==> config.mk <==
export PLATFORM = sky130hd
export DESIGN_NAME = adat_word_decoder
export DESIGN_NICKNAME = d
export VERILOG_FILES = /design/src/rtl/adat_word_decoder.sv
export SDC_FILE = /design/constraint.sdc
export NUM_CORES = 1
export LEC_CHECK = 0
export ABC_AREA = 1
export ABC_CLOCK_PERIOD_IN_PS = 1890
export CAP_MARGIN = 0
export CORE_ASPECT_RATIO = 1.1
export CORE_MARGIN = 1.5
export CORE_UTILIZATION = 35
export CTS_BUF_LIST = sky130_fd_sc_hd__clkbuf_4 sky130_fd_sc_hd__clkbuf_8
export DETAILED_ROUTE_END_ITERATION = 10
export PLACE_DENSITY = 0.64
export REMOVE_ABC_BUFFERS = 1
export SLEW_MARGIN = 20
export SYNTH_ARGS = -nofsm -noshare
export SYNTH_HDL_FRONTEND = slang
export SYNTH_SLANG_ARGS = --single-unit
==> constraint.sdc <==
create_clock -name clk_i -period 1.89 [get_ports clk_i]
set_input_delay 0.189 -clock clk_i [delete_from_list [all_inputs] [get_ports clk_i]]
set_output_delay 0.189 -clock clk_i [all_outputs]
set_load 0.01 [all_outputs]
==> src/rtl/adat_word_decoder.sv <==
// ADAT frame decoder: frames on the sync gap, de-nibbles 8 slots into sample words
// and writes them into a circular buffer. Define ADAT_DEC_ERRCNT_EN to enable err_count_o.
module adat_word_decoder #(
  parameter int unsigned CIRC_BUF_BITS = 3,
  parameter int unsigned SAMPLE_BITS   = 24,
  parameter int unsigned SYNC_CONFIRM  = 3,
  parameter int unsigned SYNC_TIMEOUT  = 512
) (
  input  logic                       clk_i,
  input  logic                       reset_i,
  input  logic                       adat_bit_i,
  input  logic                       adat_lock_i,
  input  logic                       adat_sync_i,
  input  logic                       smux_i,
  output logic                       ram_write_en_o,
  output logic [CIRC_BUF_BITS+2:0]   ram_write_addr_o,
  output logic [SAMPLE_BITS-1:0]     ram_write_data_o,
  output logic [CIRC_BUF_BITS-1:0]   last_good_frame_idx_o,
  output logic [3:0]                 user_bits_o,
  output logic                       frame_smux_o,
  output logic                       frame_strobe_o,
  output logic                       has_sync_o,
  output logic [15:0]                err_count_o
);

  localparam int unsigned TO_W  = $clog2(SYNC_TIMEOUT + 1);
  localparam int unsigned RUN_W = $clog2(SYNC_CONFIRM + 1);
  localparam logic [TO_W-1:0]  TO_MAX  = TO_W'(SYNC_TIMEOUT);
  localparam logic [TO_W-1:0]  TO_LAST = TO_W'(SYNC_TIMEOUT - 1);
  localparam logic [RUN_W-1:0] RUN_MAX = RUN_W'(SYNC_CONFIRM - 1);

  typedef enum logic [2:0] {
    WAIT_LOCK,
    WAIT_SYNC,
    USER,
    SAMPLES,
    COMMIT,
    ERROR
  } state_t;

  state_t                   state;
  logic [CIRC_BUF_BITS-1:0] frame_idx;
  logic [RUN_W-1:0]         sync_run;
  logic [TO_W-1:0]          to_cnt;
  logic [2:0]               nib_bit;
  logic [2:0]               nib_idx;
  logic [2:0]               slot;
  logic                     smux_lat;
  logic [3:0]               user_sh;
  logic [22:0]              shreg;

  logic        sync_ok;
  logic        timeout_hit;
  logic        bad_bit;
  logic [23:0] word_next;
  logic [2:0]  slot_addr;

  // sync_run counts how many of the immediately preceding cycles had sync high
  assign sync_ok     = adat_sync_i && (sync_run == RUN_MAX);
  assign timeout_hit = (state == WAIT_SYNC) && adat_lock_i && !sync_ok && (to_cnt == TO_LAST);
  assign bad_bit     = !adat_lock_i || ((nib_bit == 3'd0) && !adat_bit_i);
  assign word_next   = {shreg, adat_bit_i};
  assign slot_addr   = smux_lat ? {slot[0], slot[2:1]} : slot;

  always_ff @(posedge clk_i) begin
    if (reset_i) begin
      state                 <= WAIT_LOCK;
      frame_idx             <= '0;
      sync_run              <= '0;
      to_cnt                <= '0;
      nib_bit               <= '0;
      nib_idx               <= '0;
      slot                  <= '0;
      smux_lat              <= 1'b0;
      user_sh               <= '0;
      shreg                 <= '0;
      ram_write_en_o        <= 1'b0;
      ram_write_addr_o      <= '0;
      ram_write_data_o      <= '0;
      last_good_frame_idx_o <= '0;
      user_bits_o           <= '0;
      frame_smux_o          <= 1'b0;
      frame_strobe_o        <= 1'b0;
      has_sync_o            <= 1'b0;
    end else begin
      ram_write_en_o <= 1'b0;
      frame_strobe_o <= 1'b0;

      if (!adat_sync_i)
        sync_run <= '0;
      else if (sync_run != RUN_MAX)
        sync_run <= sync_run + RUN_W'(1);

      if (state != WAIT_SYNC)
        to_cnt <= '0;

      case (state)
        WAIT_LOCK: begin
          if (adat_lock_i) state <= WAIT_SYNC;
        end

        WAIT_SYNC: begin
          if (!adat_lock_i) begin
            state  <= WAIT_LOCK;
            to_cnt <= '0;
          end else if (sync_ok) begin
            state    <= USER;
            to_cnt   <= '0;
            smux_lat <= smux_i;
            nib_bit  <= '0;
            nib_idx  <= '0;
            slot     <= '0;
          end else if (to_cnt != TO_MAX) begin
            to_cnt <= to_cnt + TO_W'(1);
            if (timeout_hit) has_sync_o <= 1'b0;
          end
        end

        USER: begin
          if (bad_bit) begin
            state <= ERROR;
          end else begin
            if (nib_bit != 3'd0) user_sh <= {adat_bit_i, user_sh[3:1]};
            if (nib_bit == 3'd4) begin
              nib_bit <= '0;
              state   <= SAMPLES;
            end else begin
              nib_bit <= nib_bit + 3'd1;
            end
          end
        end

        SAMPLES: begin
          if (bad_bit) begin
            state <= ERROR;
          end else begin
            if (nib_bit != 3'd0) shreg <= word_next[22:0];
            if (nib_bit == 3'd4) begin
              nib_bit <= '0;
              if (nib_idx == 3'd5) begin
                // last bit of the slot: the full word includes the bit arriving now
                nib_idx          <= '0;
                ram_write_en_o   <= 1'b1;
                ram_write_addr_o <= {frame_idx, slot_addr};
                ram_write_data_o <= word_next[23 -: SAMPLE_BITS];
                slot             <= slot + 3'd1;
                if (slot == 3'd7) state <= COMMIT;
              end else begin
                nib_idx <= nib_idx + 3'd1;
              end
            end else begin
              nib_bit <= nib_bit + 3'd1;
            end
          end
        end

        COMMIT: begin
          last_good_frame_idx_o <= frame_idx;
          frame_idx             <= frame_idx + CIRC_BUF_BITS'(1);
          user_bits_o           <= user_sh;
          frame_smux_o          <= smux_lat;
          frame_strobe_o        <= 1'b1;
          has_sync_o            <= 1'b1;
          state                 <= WAIT_SYNC;
        end

        ERROR: begin
          has_sync_o <= 1'b0;
          state      <= WAIT_LOCK;
        end

        default: state <= WAIT_LOCK;
      endcase
    end
  end

`ifdef ADAT_DEC_ERRCNT_EN
  logic [15:0] err_cnt;

  always_ff @(posedge clk_i) begin
    if (reset_i)
      err_cnt <= '0;
    else if (((state == ERROR) || timeout_hit) && (err_cnt != 16'hFFFF))
      err_cnt <= err_cnt + 16'd1;
  end

  assign err_count_o = err_cnt;
`else
  assign err_count_o = 16'h0;
`endif

endmodule

==> impl_metrics.py <==
metrics = {
    "status": {
        "outcome": "completed",
    },
    "clock_tree": {
        "clock_latency_ns": 0.37,
        "cts-root-buf": "clkbuf_8",
        "cts_num_sinks": 96,
        "clock_path_buffers": 2,
        "numCtsBuffers": 9,
        "path_clk_slew_ns": 0.09,
        "cts_hold_buf": 0,
        "cts_tree": "built",
        "h-tree-depth": 3,
    },
    "global_route": {
        "grt_pass1_vias": 3089,
        "grt_antenna_before_repair": 0,
        "gr-total-overflow": 0,
        "track_usage": 0.139,
        "grt_pass1_wl_um": 13600,
        "grt_max_degree": 68,
    },
    "floorplanning": {
        "start_util": 0.357,
        "core_sq_um": 11400,
        "rows": 41,
        "dieWidth_um": 106,
        "dieHeight_um": 116,
        "die_area_sq_um": 12300,
        "io_pins": 63,
    },
    "power": {
        "power.density_nw_per_um2": 824,
        "leakage_nw": 1.89,
        "vdd_drop_max_v": 0.000391,
    },
    "setup_path": {
        "rrSetupSlack_ns": 0.26,
        "cp_max_fo": 23,
        "reg2reg_to": "shreg[7]",
        "r2r-start": "nib_bit[0]",
        "worst_setup_path_end_kind": "register",
        "crit_type": "register to register",
        "cp.arrival_ns": 1.93,
        "required_ns": 2.19,
        "r2r_cells": 9,
        "startpoint_type": "register",
    },
    "drt": {
        "drc": 0,
        "avgViaCountPerCell": 4.55,
        "first_pass_iters": 4,
        "drtAntennaViolNets": 0,
        "wire_per_inst_um": 10.9,
        "routed_wl_um": 8200,
        "drt_iter0_drc": 185,
        "via_count": 3431,
    },
    "yosys": {
        "ys_types": 30,
        "syn_area_sq_um": 4070,
        "seq_area_frac_synth": 0.472,
        "ys_ff_latch": 96,
        "ys_warn_count": 0,
        "syn_area_per_cell_sq_um": 7.32,
        "syn_inst": 556,
    },
    "timing": {
        "rsz0062_at_grt": "no",
        "fin_setup_tns_ns": 0,
        "fin_crit_ns": 1.63,
        "fmax_mhz": 614,
        "setup_violations": 0,
        "fin_worst_skew_ns": 0.00943,
        "drv_slew": 0,
        "finalCritPeriodShare": 0.862,
        "hold_viol": 0,
        "setup_slack_ns": 0.262,
    },
    "placed_design": {
        "hpwlAfterDp_um": 5870,
        "port_buffers": 46,
        "detailedPlace.worstSlack_ns": 0.151,
        "gp_congestion": 0.874,
    },
    "finish": {
        "antenna_cells": 0,
        "final_nets": 613,
        "area_delta_synth_final_pct": 19.7,
        "drive_gt1_frac": 0.0629,
    },
    "min_path": {
        "holdCritPathClass": "input port to register",
        "min_from": "adat_sync_i",
        "worstHoldEndpoint": "sync_run[0]",
        "whs_path_depth": 3,
    },
    "job": {
        "maxCapViolations": 0,
    },
}
## cells in the final DEF (no fill, tap or decap)
master and n:
xor2_1 3, o31ai_1 1, nand2_2 4, inv_6 1
clkdlybuf4s50_1 46, nand4_1 6, nor2_2 4, buf_6 1
clkinv_2 1, ha_1 8, a211oi_1 1, o21ai_0 57
nand2_1 64, o21a_1 1, nor2_1 164, bufinv_16 3
a21oi_1 15, or2_0 1, a31oi_1 1, clkbuf_8 9
dfxtp_1 96, buf_12 2, xnor2_1 2, nor3b_1 3
clkinvlp_4 2, o21bai_1 1, nor3_1 4, o21ai_2 1
inv_2 3, inv_1 41, conb_1 16, buf_4 6
o21ai_1 20, nor2_8 1, nand3_1 15
## how the worst max path moves through the flow
stage,startpoint,endpoint,slack [ns],cells after the start
detailed placement,adat_lock_i,ram_write_data_o[14],0.15,7
finish,nib_bit[0],shreg[7],0.26,9
global route,nib_bit[0],shreg[7],0.04,9
CTS,nib_bit[0],ram_write_data_o[10],0.21,9
global placement,adat_bit_i,ram_write_data_o[12],0.21,7
floorplan,nib_bit[0],ram_write_addr_o[0],0.18,9
## logic make-up (layout without fill, tap and decap cells)
kind of cell / Yosys count / count (layout) / synth area share
and+or+nand+nor: 266 / 266 / 0.267
DFF: 96 / 96 / 0.472
adders and majority gates: 8 / 8 / 0.0246
xor gates and xnor gates: 5 / 5 / 0.0108
other: 1 / 16 / 0.000922
AOI/OAI and AO/OA: 98 / 98 / 0.124
buffers and inverters: 82 / 115 / 0.0999
## registers in the layout, indices dropped and copies added, names as in the netlist
signal	cells
sync_run	2
ram_write_addr_o	6
state	3
has_sync_o	1
last_good_frame_idx_o	3
ram_write_en_o	1
frame_strobe_o	1
to_cnt	10
user_bits_o	4
shreg	23
frame_idx	3
smux_lat	1
nib_bit	3
slot	3
nib_idx	3
frame_smux_o	1
ram_write_data_o	24
user_sh	4
## critical path, cell delays in order, from the launching register on
cell and delay [ns]:
dfxtp_1 0.38, inv_1 0.06, ha_1 0.22, nand2_1 0.10, nand2_1 0.10, inv_1 0.07, nand2_1 0.09, inv_2 0.32
nor2_1 0.08, nor2_1 0.13
## metal layers
layer | global-route usage | vias up | routed length, um
met5 | 0 | - | 0
met4 | 0.0595 | 0 | 157
met3 | 0.0349 | 12 | 312
met2 | 0.242 | 63 | 4000
met1 | 0.162 | 1542 | 3740
li1 | - | 1814 | -
## layout make-up
cell class | count | area, sq um
Clock buffer | 9 | 124
Clock inverter | 7 | 119
Fill cell | 1164 | 6520
Inverter | 44 | 165
Multi-Input combinational cell | 393 | 1800
Sequential cell | 96 | 1920
Tap cell | 150 | 188
Timing Repair Buffer | 55 | 557
## timing repair
action / in CTS / in global routing
endpoints found under the setup margin: 0 / 1
setup buffers: 0 / 0
gates resized for setup: 0 / 1
hold endpoints to repair: 0 / 0
## cells in the mapped netlist (all sizes together)
master    n  area (sq um)
a211oi    1          7.51
dfxtp    96          1920
conb      1          3.75
nor3      4          20.0
o21ai    78           394
o21bai    1          7.51
o21a      1          7.51
or2       1          6.26
nor3b     3          22.5
nand3    15          75.1
o31ai     1          7.51
xnor2     2          17.5
nand4     6          37.5
xor2      3          26.3
inv      44           165
clkbuf   11          41.3
ha        8           100
nor2    169           661
a21oi    15          75.1
buf      27           200
a31oi     1          6.26
nand2    68           265
## through the flow
| step | hold slack, ns | total power, mW | area [sq um] | std cells | utilization |
|---|---|---|---|---|---|
| global placement | 0.439 | 2.45 | 4620 | 738 | 0.406 |
| floorplan | 0.258 | 2.35 | 3880 | 533 | - |
| CTS | 0.461 | 4.06 | 4870 | 754 | 0.427 |
| finish | 0.459 | 4.01 | 4870 | 754 | 0.428 |
| global route | 0.465 | 4.20 | 4870 | 754 | 0.428 |
| detailed placement | 0.449 | 2.46 | 4620 | 738 | 0.406 |
## where the power goes
| group | leakage, nW | internal, mW | switching [mW] | total (mW) |
|---|---|---|---|---|
| registers | 0.774 | 2.05 | 0.0276 | 2.08 |
| logic | 1.00 | 0.119 | 0.213 | 0.332 |
| clock network | 0.116 | 0.880 | 0.720 | 1.60 |
| total | 1.89 | 3.05 | 0.961 | 4.01 |
Note: power is estimated with default switching activity, not from simulation.
